[config.mk]
export PLATFORM = sky130hd
export DESIGN_NAME = data_memory_responder
export DESIGN_NICKNAME = d
export VERILOG_FILES = /design/src/rtl/riscv_mem_pkg.sv /design/src/rtl/load_extend.sv /design/src/rtl/data_memory_responder.sv
export SDC_FILE = /design/constraint.sdc
export NUM_CORES = 2
export LEC_CHECK = 0
export BUFFER_PORTS_ARGS = -buffer_cell sky130_fd_sc_hd__buf_2
export CAP_MARGIN = 20
export CORE_ASPECT_RATIO = 2
export CORE_MARGIN = 2
export CORE_UTILIZATION = 60
export DETAILED_ROUTE_END_ITERATION = 12
export HOLD_SLACK_MARGIN = 0.1
export PLACE_DENSITY_LB_ADDON = 0.1
export SYNTH_ARGS = -nofsm -noshare
export SYNTH_HDL_FRONTEND = slang
export SYNTH_SLANG_ARGS = --single-unit
[constraint.sdc]
create_clock -name clk -period 4.4 [get_ports clk]
set_input_delay 0.88 -clock clk [delete_from_list [all_inputs] [get_ports clk]]
set_output_delay 0.88 -clock clk [all_outputs]
set_load 0.02 [all_outputs]
[src/rtl/riscv_mem_pkg.sv]
// Shared load/store encodings and FSM state type for the memory responders.
package riscv_mem_pkg;

   localparam logic [2:0] SZ_B  = 3'b000;
   localparam logic [2:0] SZ_H  = 3'b001;
   localparam logic [2:0] SZ_W  = 3'b010;
   localparam logic [2:0] SZ_D  = 3'b011;
   localparam logic [2:0] SZ_BU = 3'b100;
   localparam logic [2:0] SZ_HU = 3'b101;
   localparam logic [2:0] SZ_WU = 3'b110;

   typedef enum logic [1:0] {
      IDLE = 2'd0,
      WAIT = 2'd1,
      EXEC = 2'd2,
      RESP = 2'd3
   } mem_state_e;

   function automatic logic [3:0] size_bytes(input logic [2:0] funct3);
      return 4'd1 << funct3[1:0];
   endfunction

endpackage

[src/rtl/load_extend.sv]
// Sign/zero extension of a little-endian load; raw[7:0] holds the lowest-addressed byte.
module load_extend
   import riscv_mem_pkg::*;
(
   input  logic [63:0] raw,
   input  logic [2:0]  size,
   output logic [63:0] data
);

   always_comb begin
      data = '0;
      case (size)
         SZ_B:    data = {{56{raw[7]}},  raw[7:0]};
         SZ_H:    data = {{48{raw[15]}}, raw[15:0]};
         SZ_W:    data = {{32{raw[31]}}, raw[31:0]};
         SZ_D:    data = raw;
         SZ_BU:   data = {56'd0, raw[7:0]};
         SZ_HU:   data = {48'd0, raw[15:0]};
         SZ_WU:   data = {32'd0, raw[31:0]};
         default: data = '0;
      endcase
   end

endmodule

[src/rtl/data_memory_responder.sv]
// Load/store responder: one request at a time, programmable wait states, byte-lane RAM.
//
// state | meaning
// IDLE  | req_ready high, waiting for a request
// WAIT  | counting down wait states
// EXEC  | check access, commit store or read RAM, register response
// RESP  | rsp_valid high, held until rsp_ready
module data_memory_responder
   import riscv_mem_pkg::*;
#(
   parameter int ADDRSIZE = 8,
   parameter int WORDSIZE = 64,
   parameter int LATENCY  = 2
) (
   input  logic                clk,
   input  logic                rst,
   input  logic                req_valid,
   output logic                req_ready,
   input  logic                req_write,
   input  logic [2:0]          req_size,
   input  logic [ADDRSIZE-1:0] req_addr,
   input  logic [WORDSIZE-1:0] req_wdata,
   output logic                rsp_valid,
   input  logic                rsp_ready,
   output logic [WORDSIZE-1:0] rsp_rdata,
   output logic                rsp_error
);

   mem_state_e          state, state_nx;
   logic [3:0]          cnt;
   logic                a_write;
   logic [2:0]          a_size;
   logic [ADDRSIZE-1:0] a_addr;
   logic [63:0]         a_wdata;

   logic [7:0]          mem [0:(1<<ADDRSIZE)-1];
   logic [ADDRSIZE-1:0] base;
   logic [2:0]          off;
   logic [3:0]          nb;
   logic                fault;
   logic [7:0]          mask8, wmask;
   logic [63:0]         wsh, rd_raw, rd_sh, ext;

   assign req_ready = (state == IDLE);
   assign rsp_valid = (state == RESP);

   always_ff @(posedge clk) begin
      if (rst) state <= IDLE;
      else     state <= state_nx;
   end

   always_comb begin
      state_nx = state;
      case (state)
         IDLE:    if (req_valid) state_nx = (LATENCY == 0) ? EXEC : WAIT;
         WAIT:    if (cnt <= 4'd1) state_nx = EXEC;
         EXEC:    state_nx = RESP;
         RESP:    if (rsp_ready) state_nx = IDLE;
         default: state_nx = IDLE;
      endcase
   end

   // The whole 8-byte word containing the access is read; aligned accesses never leave it.
   assign base  = a_addr & ~ADDRSIZE'(7);
   assign off   = a_addr[2:0];
   assign nb    = size_bytes(a_size);
   assign fault = (|(off & 3'(nb - 4'd1)))
                | (!a_write && a_size == 3'b111)
                | (a_write && a_size[2]);

   assign mask8 = 8'((16'd1 << nb) - 16'd1);
   assign wmask = mask8 << off;
   assign wsh   = a_wdata << {off, 3'b000};

   always_comb begin
      rd_raw = '0;
      for (int i = 0; i < 8; i++)
         rd_raw[i*8 +: 8] = mem[base | ADDRSIZE'(i)];
   end

   assign rd_sh = rd_raw >> {off, 3'b000};

   load_extend u_load_extend (
      .raw  (rd_sh),
      .size (a_size),
      .data (ext)
   );

   always_ff @(posedge clk) begin
      if (rst) begin
         cnt       <= '0;
         a_write   <= 1'b0;
         a_size    <= '0;
         a_addr    <= '0;
         a_wdata   <= '0;
         rsp_rdata <= '0;
         rsp_error <= 1'b0;
      end else begin
         case (state)
            IDLE: if (req_valid) begin
               a_write <= req_write;
               a_size  <= req_size;
               a_addr  <= req_addr;
               a_wdata <= req_wdata;
               cnt     <= 4'(LATENCY);
            end
            WAIT: cnt <= cnt - 4'd1;
            EXEC: begin
               rsp_rdata <= (fault || a_write) ? '0 : ext;
               rsp_error <= fault;
            end
            default: ;
         endcase
      end
   end

   // RAM is deliberately not reset; a store in EXEC coinciding with rst is dropped.
   always_ff @(posedge clk) begin
      if (!rst && state == EXEC && a_write && !fault) begin
         for (int i = 0; i < 8; i++)
            if (wmask[i]) mem[base | ADDRSIZE'(i)] <= wsh[i*8 +: 8];
      end
   end

endmodule

==> flow_summary.json <==
{
  "result_of_the_run": "finished clean",
  "r2r_slack_ps": 140,
  "cts.repair.resized": 0,
  "globalRoute.totalOverflow": 0,
  "flop_and_latch_count_out_of_synthesis": 2200,
  "fin_nets": 5707,
  "num_cts_buffers": 190,
  "post_synthesis_cells": 5019,
  "syn-num-nets": 5105,
  "syn_area_per_cell_sq_um": 17.6,
  "clock_tree_from_tritoncts": "done",
  "tightestPinTransition_ps": 1280,
  "firstDrtPassIters": 7,
  "setup_total_negative_slack_ps": 0,
  "clock_skew_ps": 54.3,
  "clock_latency_ps": 850,
  "timing.final.ws_setup_ps": 139,
  "yosysTopAreaCellShare_pct": 69.6,
  "critPathMaxStageDelay_ps": 810,
  "drt_first_iter_violations": 7092,
  "initial_antenna_violation_count": 20,
  "cts-hold-fix-buffers": 0,
  "remaining_drc_errors": 0,
  "drt_wl_total_microns": 294000,
  "final-seq-area_sq_mm": 0.0646,
  "start_kind": "flop",
  "die_width_microns": 275,
  "pwr_density_mw_per_mm2": 519,
  "rows": 199,
  "synth_enable_flop_cells": 2048,
  "yosys_warnings": 0,
  "core_sq_mm": 0.147,
  "dominant_combinational_cell_family_by_area_after_synthesis": "multiplexers",
  "final_util_pct": 68.7,
  "die_height_microns": 547,
  "critPathKind": "reg -> reg",
  "post_cts_buffers": 0,
  "die-area_sq_mm": 0.151,
  "fin_worst_hold_slack_ps": 302,
  "grt_setup_unrepaired": "false",
  "area_growth_syn_to_layout_pct": 14.0,
  "worstSetupEndpointType": "flop",
  "holdCritPathClass": "in -> reg",
  "n_fill_cell": 9607,
  "max_clock_freq_ghz": 0.235,
  "crit_path_cell_trace": "buf_4 -> mux2i_1 -> a22oi_1 -> a21oi_1 -> nor4_1 -> buf_4 -> a22o_1 -> nor4_1 -> nor4b_1 -> o21ba_2 -> buf_12 -> a221oi_1",
  "dp_slack_ps": 224,
  "starting_density_of_the_core_pct": 60.3,
  "final_layout_size_suffix_gt1_share_pct": 26.8,
  "period_minus_slack_ps": 4260,
  "synth-seq-area-share_pct": 73.0,
  "detailed_place.area_sq_mm": 0.0948,
  "grt_start_max_net_pins": 80,
  "netlist_top_cells_area": "edfxtp_1 70%, mux4_2 10%, mux2i_1 3.6%",
  "h-tree-depth": 4,
  "adder_and_majority_cell_fraction_of_the_synthesized_area_pct": 0.0849,
  "cp_max_fo": 37,
  "multiInputGateArea_sq_mm": 0.0224,
  "cts.sinks": 2200,
  "gp_congestion": 1.06,
  "async_flop_share_pct": 0,
  "hpwlAfterDp_microns": 211000,
  "maxSlewHeadroom_pct": 14.6,
  "postRouteAntennaNets": 0,
  "yosys-mux-area-fraction_pct": 15.1,
  "cts-root-buf": "clkbuf_16",
  "synthSimpleGateAreaFrac_pct": 4.94,
  "worst_ep_arrival_time_ps": 4980,
  "area_fraction_in_compound_gates_after_synthesis_pct": 4.85,
  "count_of_vias_placed_by_the_detailed_router": 51900,
  "critPathSlowestCell": "dfxtp_4",
  "worst_setup_hold_path_clk_slew_ps": 70,
  "synthTopCellsByCount": "2048 x edfxtp_1, 405 x mux4_2, 403 x nand2_1",
  "vdd_drop_max_mv": 0.437,
  "grt_use_total_pct": 39.3,
  "via_cell_ratio": 6.76,
  "period_share_pct": 96.8,
  "grt_pass1_wl_microns": 400000,
  "synth_flop_cell": "edfxtp_1",
  "io_pins": 147,
  "power_leakage_nw": 33.2,
  "synth_area_leader": "edfxtp_1",
  "post_synth_instance_area_sq_mm": 0.0884,
  "routedWlPerCell_microns": 38.3,
  "yosys.cell_count.top_type": "edfxtp_1",
  "finalSetupViolations": 0,
  "number_of_global_route_vias_before_repair": 50900,
  "final_area_sq_mm": 0.101,
  "slew_viol_final": 0,
  "cts.path.max_buffers": 4,
  "worst-endpoint-required_ps": 5120,
  "final_hold_viol_count": 0,
  "synthDistinctLibCells": 73,
  "port_buffers": 146,
  "cap_violations": 0,
  "post_synth_xor_area_fraction_pct": 0.00991
}
[per-stage QoR]
| stage | power, mW | instances |
|---|---|---|
| after floorplan | 30.8 | 5019 |
| after global placement | 36.1 | 7334 |
| after detailed placement | 36.2 | 7335 |
| after CTS | 52.2 | 7674 |
| after global routing | 53.4 | 7678 |
| final | 52.3 | 7681 |
[final timing paths]
kind                            startpoint                         end  cells past startpoint
setup / recovery                      flop  rsp_rdata[19]$_SDFFE_PP0P_                     12
setup reg to reg                      flop  rsp_rdata[19]$_SDFFE_PP0P_                     12
hold reg to reg   a_wdata[58]$_SDFFE_PP0P_    a_wdata[58]$_SDFFE_PP0P_                      2
hold / removal                 req_size[0]      a_size[0]$_SDFFE_PP0P_                      3
[registers in the layout (all words and copies together), names as in the netlist, named ones only]
name       cells
a_addr         8
a_size         3
a_wdata       64
a_write        1
cnt            4
mem         2048
rsp_error      1
rsp_rdata     64
state          2
[critical path, delay by kind of cell (launching register included)]
kind                   cells  cell delay [ps]
and+or+nand+nor            3             1240
DFF                        1              810
buffers and inverters      3              810
AOI/OAI and AO/OA          5             1040
muxes                      1              170
[metal layers]
metal / wire length [microns] / up-vias / global-route usage [%] / share of wire (%)
met5: 76 / - / 0 / 0.026
met4: 25700 / 12 / 27.4 / 8.8
met3: 26600 / 841 / 7.16 / 9.1
met2: 145000 / 3123 / 64.4 / 49
met1: 96600 / 26700 / 47.1 / 33
li1: - / 21200 / - / -
[layout make-up]
| cell class | count | area share [%] |
|---|---|---|
| Tap cell | 1909 | 2.37 |
| Antenna cell | 4 | 0.00993 |
| Sequential cell | 2200 | 64.1 |
| Timing Repair Buffer | 731 | 5.48 |
| Inverter | 16 | 0.0608 |
| Clock inverter | 109 | 0.932 |
| Clock buffer | 230 | 4.90 |
| Multi-Input combinational cell | 2482 | 22.2 |
[cell families after synthesis]
family	count (synthesis)
AOI/OAI and AO/OA	656
and+or+nand+nor	1015
adders and majority gates	6
xor gates and xnor gates	1
buffers and inverters	337
DFF	2200
muxes	804
[cell usage in the layout (no fill, tap or decap), drive strengths merged, types with 6 or more instances in the layout]
cell and n:
dfxtp 152, a22o 18, edfxtp 2048, o221ai 23, mux4 414, o2111ai 11
clkbuf 232, nand2 403, nor2b 21, and3 14, o31ai 8, a21oi 183
nor4 8, mux2 70, bufinv 13, o22ai 62, nand2b 17, nand4 9
nor3 21, and2 34, a31oi 8, and4 8, or2 8, a32oi 20
clkinvlp 7, ha 6, nor2 386, a221oi 30, nand3 57, buf 729
o211ai 24, inv 25, clkinv 80, a22oi 98, or3 6, mux2i 320
o21ai 112, a211oi 25
[where the power goes]
part / switching, mW / internal (mW)
Clock: 7.51 / 8.79
Combinational: 7.50 / 3.56
Sequential: 0.607 / 24.3
Power figures use the tool's default switching activity.
